`src/rtl/alu_sequencer.sv`:
```
// alu_sequencer: accepts one ALU command per handshake and drives the
// encoded datapath control lines (register file, ALU units, flags) one
// step per cycle. Multi-step shifts repeat the shifter step, and RCL
// takes its carry back from the flags register on every step.
module alu_sequencer #(
  parameter int unsigned CARRY_BIT = 1,
  parameter int unsigned MAX_SHIFT = 7
) (
  input  logic       clk,
  input  logic       rst,
  input  logic       cmd_valid,
  output logic       cmd_ready,
  input  logic [3:0] cmd_op,
  input  logic [1:0] cmd_dst,
  input  logic [1:0] cmd_src,
  input  logic [2:0] cmd_count,
  input  logic [3:0] flags_in,
  output logic [3:0] outctl,
  output logic [3:0] loadctl,
  output logic [1:0] arg_l,
  output logic [2:0] arg_r,
  output logic       alt,
  output logic       calcfn,
  output logic       cin,
  output logic       busy,
  output logic       done,
  output logic       err
);

  typedef enum logic [1:0] {
    IDLE = 2'd0,
    EXEC = 2'd1,
    DONE = 2'd2
  } state_t;

  localparam logic [3:0] OP_ADD  = 4'h0;
  localparam logic [3:0] OP_ADC  = 4'h1;
  localparam logic [3:0] OP_SUB  = 4'h2;
  localparam logic [3:0] OP_SBC  = 4'h3;
  localparam logic [3:0] OP_AND  = 4'h4;
  localparam logic [3:0] OP_OR   = 4'h5;
  localparam logic [3:0] OP_XOR  = 4'h6;
  localparam logic [3:0] OP_NOT  = 4'h7;
  localparam logic [3:0] OP_SHL  = 4'h8;
  localparam logic [3:0] OP_RCL  = 4'h9;
  localparam logic [3:0] OP_SWAP = 4'hA;
  localparam logic [3:0] OP_MOV  = 4'hB;
  localparam logic [3:0] OP_CLR  = 4'hC;
  localparam logic [3:0] OP_CMP  = 4'hD;
  localparam logic [3:0] OP_INC  = 4'hE;

  state_t     state;
  state_t     next_state;
  logic [3:0] op_q;
  logic [1:0] dst_q;
  logic [1:0] src_q;
  logic [2:0] step_q;
  logic       err_q;
  logic       accept;
  logic       is_shift;
  logic       illegal;
  logic       carry;
  logic       unused_flags;

  // Only the carry bit of the flags feedback matters to sequencing.
  assign carry        = flags_in[CARRY_BIT];
  assign unused_flags = ^flags_in;

  assign accept   = cmd_valid && (state == IDLE);
  assign is_shift = (cmd_op == OP_SHL) || (cmd_op == OP_RCL);
  assign illegal  = (cmd_op == 4'hF) ||
                    (is_shift && (32'(cmd_count) > MAX_SHIFT));

  assign cmd_ready = (state == IDLE);
  assign busy      = (state != IDLE);
  assign done      = (state == DONE);
  assign err       = (state == DONE) && err_q;

  // State register; reset abandons any in-flight command without a done pulse.
  always_ff @(posedge clk) begin
    if (rst) begin
      state <= IDLE;
    end else begin
      state <= next_state;
    end
  end

  // Command latch and step counter; the counter starts at steps-1.
  always_ff @(posedge clk) begin
    if (rst) begin
      op_q   <= 4'h0;
      dst_q  <= 2'd0;
      src_q  <= 2'd0;
      step_q <= 3'd0;
      err_q  <= 1'b0;
    end else if (accept) begin
      op_q  <= cmd_op;
      dst_q <= cmd_dst;
      src_q <= cmd_src;
      err_q <= illegal;
      if (is_shift && (cmd_count != 3'd0)) begin
        step_q <= cmd_count - 3'd1;
      end else begin
        step_q <= 3'd0;
      end
    end else if ((state == EXEC) && (step_q != 3'd0)) begin
      step_q <= step_q - 3'd1;
    end
  end

  // Next-state logic: legal commands execute, illegal ones go straight to DONE.
  always_comb begin
    next_state = state;
    case (state)
      IDLE: begin
        if (accept) begin
          next_state = illegal ? DONE : EXEC;
        end
      end
      EXEC: begin
        if (step_q == 3'd0) begin
          next_state = DONE;
        end
      end
      DONE:    next_state = IDLE;
      default: next_state = IDLE;
    endcase
  end

  // Datapath control decode from the latched command; idle values outside EXEC.
  always_comb begin
    outctl  = 4'hF;
    loadctl = 4'hF;
    arg_l   = 2'd0;
    arg_r   = 3'd0;
    alt     = 1'b0;
    calcfn  = 1'b1;
    cin     = 1'b0;
    if (state == EXEC) begin
      arg_l   = dst_q;
      arg_r   = {1'b0, src_q};
      loadctl = {2'b00, dst_q};
      calcfn  = 1'b0;
      case (op_q)
        OP_ADD: outctl = 4'h5;
        OP_ADC: begin
          outctl = 4'h5;
          cin    = carry;
        end
        OP_SUB: begin
          outctl = 4'h5;
          alt    = 1'b1;
          cin    = 1'b1;
        end
        OP_SBC: begin
          outctl = 4'h5;
          alt    = 1'b1;
          cin    = carry;
        end
        OP_AND: outctl = 4'h6;
        OP_OR: begin
          outctl = 4'h6;
          alt    = 1'b1;
        end
        OP_XOR: outctl = 4'hA;
        OP_NOT: begin
          outctl = 4'hA;
          alt    = 1'b1;
        end
        OP_SHL: outctl = 4'h7;
        OP_RCL: begin
          outctl = 4'h7;
          cin    = carry;
        end
        OP_SWAP: begin
          outctl = 4'h7;
          alt    = 1'b1;
          calcfn = 1'b1;
        end
        OP_MOV: begin
          outctl = {2'b00, src_q};
          calcfn = 1'b1;
        end
        OP_CLR: begin
          outctl = 4'hA;
          arg_r  = {1'b0, dst_q};
        end
        OP_CMP: begin
          outctl  = 4'h5;
          alt     = 1'b1;
          cin     = 1'b1;
          loadctl = 4'hF;
        end
        OP_INC: begin
          outctl = 4'h5;
          arg_r  = 3'd6;
          cin    = 1'b1;
        end
        default: begin
          outctl  = 4'hF;
          loadctl = 4'hF;
          calcfn  = 1'b1;
        end
      endcase
    end
  end

endmodule
```
`config.mk`:
```
export PLATFORM = sky130hd
export DESIGN_NAME = alu_sequencer
export DESIGN_NICKNAME = d
export VERILOG_FILES = /design/src/rtl/alu_sequencer.sv
export SDC_FILE = /design/constraint.sdc
export NUM_CORES = 1
export LEC_CHECK = 0
export CAP_MARGIN = 20
export CELL_PAD_IN_SITES_DETAIL_PLACEMENT = 0
export CELL_PAD_IN_SITES_GLOBAL_PLACEMENT = 2
export CORE_MARGIN = 5
export CORE_UTILIZATION = 24
export DETAILED_ROUTE_END_ITERATION = 16
export GPL_TIMING_DRIVEN = 1
export PLACE_DENSITY_LB_ADDON = 0.1
export SYNTH_ARGS = -nofsm -noshare
export SYNTH_HDL_FRONTEND = slang
export SYNTH_SLANG_ARGS = --single-unit
```
`constraint.sdc`:
```
create_clock -name clk -period 1.9 [get_ports clk]
set_input_delay 0.57 -clock clk [delete_from_list [all_inputs] [get_ports clk]]
set_output_delay 0.57 -clock clk [all_outputs]
set_load 0.05 [all_outputs]
```
# Word level (Yosys, flattened, before mapping)
# Cells that the tools add are included.
# word_totals
ff_bits	14
output_inout_bits	20
# op_classes
n_addsub	2
eq_ne	21
n_mux	20
reduce_logical	22
# op_table
operator	n
$eq 4x4->1 const B	10
$pmux 4 s5	1
$eq 4x3->1 const B	4
$reduce_or 14->1	1
$reduce_or 13->1	1
$mux 3	4
$mux 4	3
$reduce_or 3->1	4
$reduce_or 6->1	2
$eq 4x2->1 const B	2
$mux 2	4
$pmux 3 s2	1
$reduce_bool 3->1	2
$sub 3x1->3 const B	2
$mux 1	5
$eq 4x1->1 const B	1
$logic_and 1x1->1	4
$logic_not 4->1	1
$ne 2x1->1 const B	2
$pmux 2 s2	1
$reduce_bool 2->1	2
$logic_not 3->1	1
$eq 2x1->1 const B	1
$eq 2x2->1 const B	1
other kinds (5)	5

# Longest topological paths before layout
# depth
depth_word	5
depth_mapped	6
ltp_nobuf	6

# Worst setup path before layout
# Ideal clock, no wire load.
# synth_path
path_kind	register to output
start	register state[0]
end	output alt
t_arrival_ns	1.979
t_required_ns	1.330
setup_slack_ns	-0.649
stages_incl_launch_ff	5
path_buffers	1
cell_sequence	dfxtp_1 > and2b_1 > buf_2 > o21ai_0 > a311oi_1
# synth_between
elab_chain_len	2
# synth_rtl
element	line_no	rtl
start: declaration	52	state_t state;
start signal: assignment	84	state <= next_state;
$eq 2x1->1	139	if (state == EXEC) begin
$mux 1	139	
end: declaration	22	output logic alt,
# Every way passes these cells.

# Final worst setup path
# layout_path
start	register op_q[0]
end	output arg_r[0]
# layout_between
elab_chain_len	3
# layout_rtl
element	line_no	rtl
start: declaration	54	logic [3:0] op_q;
start signal: assignment	97	op_q <= cmd_op;
$eq 4x4->1	144	case (op_q)
$pmux 3 s2 *	144	
$mux 3 *	139	
end: declaration	21	output logic [2:0] arg_r,
# Every way passes the cells marked *; elsewhere a longest branch is shown, timed or not.

==> summary.md <==
| Metric | Value |
|---|---|
| Core area | `4090 um^2` |
| Die width | `around 76 um` |
| Syn_nets | `150` |
| Max Freq | `492 MHz` |
| Hold_ws | `488 ps` |
| Row count | `23` |
| Period minus WS final | `a little over 2000 ps` |
| Startpoint Class | `register` |
| Final worst slack | `-132 ps` |
| Max cap viols | `0` |
| Failing checks | `setup timing` |
| Final #Nets | `just over 200` |
| Post-synth EDFFs | `0` |
| Switching component of the power | `roughly 450 uW` |
| Clock Path Buffers | `2` |
| Post-route DRC | `0` |
| Post-Place Setup Slack | `-288 ps` |
| Worst Path Arrival | `1460 ps` |
| Clk_skew | `between 0.2 and 0.3 ps` |
| I/O pins | `38` |
| Final instance area | `1990 um^2` |
| DP Wirelength | `roughly 2.3 mm` |
| Dpl cell area | `1700 um^2` |
| Crit path kind | `register to output pin` |
| Min-delay worst type | `register to register` |
| Synth cell types | `38` |
| Antenna Violating Nets Remaining | `0` |
| GRT overflow | `0` |
| Synth Register Bits | `14` |
| VDD IR max | `408 uV` |
| Ys async rst share | `0%` |
| CP Max Fanout | `2` |
| Initial Util | `between 20% and 30%` |
| Crit end category | `output pin` |
| Most frequent cells in the layout | `20 x buf_4, 13 x clkdlybuf4s50_1, 13 x buf_12, 12 x nor2_1, 12 x buf_6` |
| Top FF cell, synth | `dfxtp_1` |
| Status | `finished, violations left` |
| Initial antenna violation count | `0` |
| Final WL | `3.16 mm` |
| GRT Total Usage | `11.5%` |
| Pwr Total | `1.24 mW` |
| Vias in the first global route | `1044` |
| Routed len/inst | `13.5 um` |
| CTS Hold Bufs | `0` |
| Util after Layout | `48.7%` |
| Clock latency on the worst-skew pair | `240 ps` |
| Largest net degree at the start of global routing | `15` |
| Power share of the combinational group | `48.8%` |
| Critical Path Max Stage Delay | `400 ps` |
| DR vias/cell | `4.69` |
| Drt pass-1 iters | `4` |
| H-tree levels | `1` |
| Final setup viols | `11` |
| Synth Warn # | `0` |
| Syn avg cell area | `8.08 um^2` |
| Antenna cells | `0` |
| Share of cells above drive strength 1 | `49.5%` |
| RSZ-0062 raised after global routing | `yes` |
| Commonest non-fill, non-tap cell in the layout | `buf_4` |
| Crit path max-delay cell type | `or3b_4` |
| Reg power frac | `27.6%` |
| Post-synthesis sequential area ratio | `a little over a quarter` |
| CTS tree | `done` |
| Worst Path Required | `1330 ps` |
| Clock-pin slew on the worst setup and hold paths | `about 60 ps` |
| DIE AREA | `5720 um^2` |
| Critical path cell sequence | `nand3b_1 > or3b_4 > a21oi_4 > buf_12` |
| Leakage | `0.784 nW` |
| Vias | `1098` |
| Area growth from synthesis to layout | `92.3%` |
| P per Cell Area | `623 nW/um^2` |
| Endpoints failing hold | `0` |
| Post-Syn Area | `1030 um^2` |
| Die height | `75.7 um` |
| Global-route wire length before repair | `5.05 mm` |
| Synthesized instance count | `128` |
| Final Cycle Share | `107%` |
| CTS sink cnt | `14` |
| Root Buffer | `clkbuf_8` |
| Final GP Congestion | `around 0.74` |
| Slew @ Worst Pin | `384 ps` |
| Clock power share | `23.6%` |
| Slew Viols, Final | `0` |
| Initial drt markers | `54` |
| Sw Ratio | `36.0%` |
| Internal cell power | `793 uW` |
| Max_slew headroom | `74.1%` |
| CTS buffer count | `3` |
| Number of port buffers | `34` |
==> cell usage after synthesis, types with 4 or more instances <==
| cell type | number | area, um^2 |
|---|---|---|
| o21ai_0 | 9 | 45.0 |
| nor3_1 | 4 | 20.0 |
| buf_2 | 5 | 25.0 |
| inv_1 | 8 | 30.0 |
| dfxtp_1 | 14 | 280 |
| mux2i_1 | 8 | 80.1 |
| nor2b_1 | 5 | 31.3 |
| nand2_1 | 5 | 18.8 |
| nor2_1 | 12 | 45.0 |
| ha_1 | 4 | 50.1 |
| nand2b_1 | 5 | 31.3 |
| nand3b_1 | 6 | 45.0 |
| a21oi_1 | 7 | 35.0 |
==> power by group through the flow <==
stage | Combinational, mW | Clock (mW) | Sequential, mW
global route | 0.650 | 0.317 | 0.347
global placement | 0.523 | 0 | 0.344
detailed placement | 0.527 | 0 | 0.345
finish | 0.605 | 0.292 | 0.343
CTS | 0.581 | 0.303 | 0.342
floorplan | 0.332 | 0 | 0.342
==> state kept, by name, summed over array words and instances (netlist names) <==
signal	cells
step_q	3
state	2
err_q	1
dst_q	2
src_q	2
op_q	4
==> path summary, 6_finish.rpt <==
path / startpoint / to / slack, ps / cells past startpoint
worst min register to register: step_q[2] / step_q[2] / 490 / 2
worst max register to register: step_q[0] / step_q[1] / 370 / 6
worst min-delay path: step_q[2] / step_q[2] / 490 / 2
worst max-delay path: op_q[0] / arg_r[0] / -130 / 4
==> final cells by class <==
type                       instances  area [um^2]
clock buffer                       4         55.1
fill                             386         2100
multi-input combinational         96          842
inverter                           8         30.0
timing repair buffer              62          712
tap                               50         62.6
sequential                        14          288
==> cell families after synthesis <==
family / Yosys count / synth area share, %
xor+xnor: 2 / 1.69
mux: 8 / 7.74
fa+ha+maj: 4 / 4.84
compound gates: 26 / 15.7
simple gates: 56 / 33.6
buf+inv: 18 / 9.31
flops: 14 / 27.1
==> per-stage QoR <==
step	setup TNS, ps	std cells
2_1_floorplan	-240	128
3_3_place_gp	-371	220
3_5_place_dp	-406	220
4_1_cts	-793	232
5_1_grt	-1360	234
6_report	-600	234
==> critical path: cells and delay by family (launching register included) <==
family          cells  cell delay (ps)
compound gates      1              150
buf+inv             1              150
flops               1              320
simple gates        2              580
==> routing by layer <==
| metal | global-route usage (%) | vias up | share of wire (%) | wire, um |
|---|---|---|---|---|
| li1 | - | 562 | - | - |
| met1 | 16.1 | 504 | 48 | 1530 |
| met2 | 18.3 | 32 | 45 | 1430 |
| met3 | 3.30 | 0 | 6.3 | 199 |
| met4 | 1.17 | 0 | 0 | 0 |
| met5 | 0 | - | 0 | 0 |
==> what timing repair did <==
item / 4_1_cts / 5_1_grt
pin swaps: 6 / 4
cloned: 1 / 1
setup buffers: 7 / 1
gates resized for setup: 34 / 18
setup endpoints to repair: 16 / 15
Note: power is estimated with default switching activity, not from simulation.
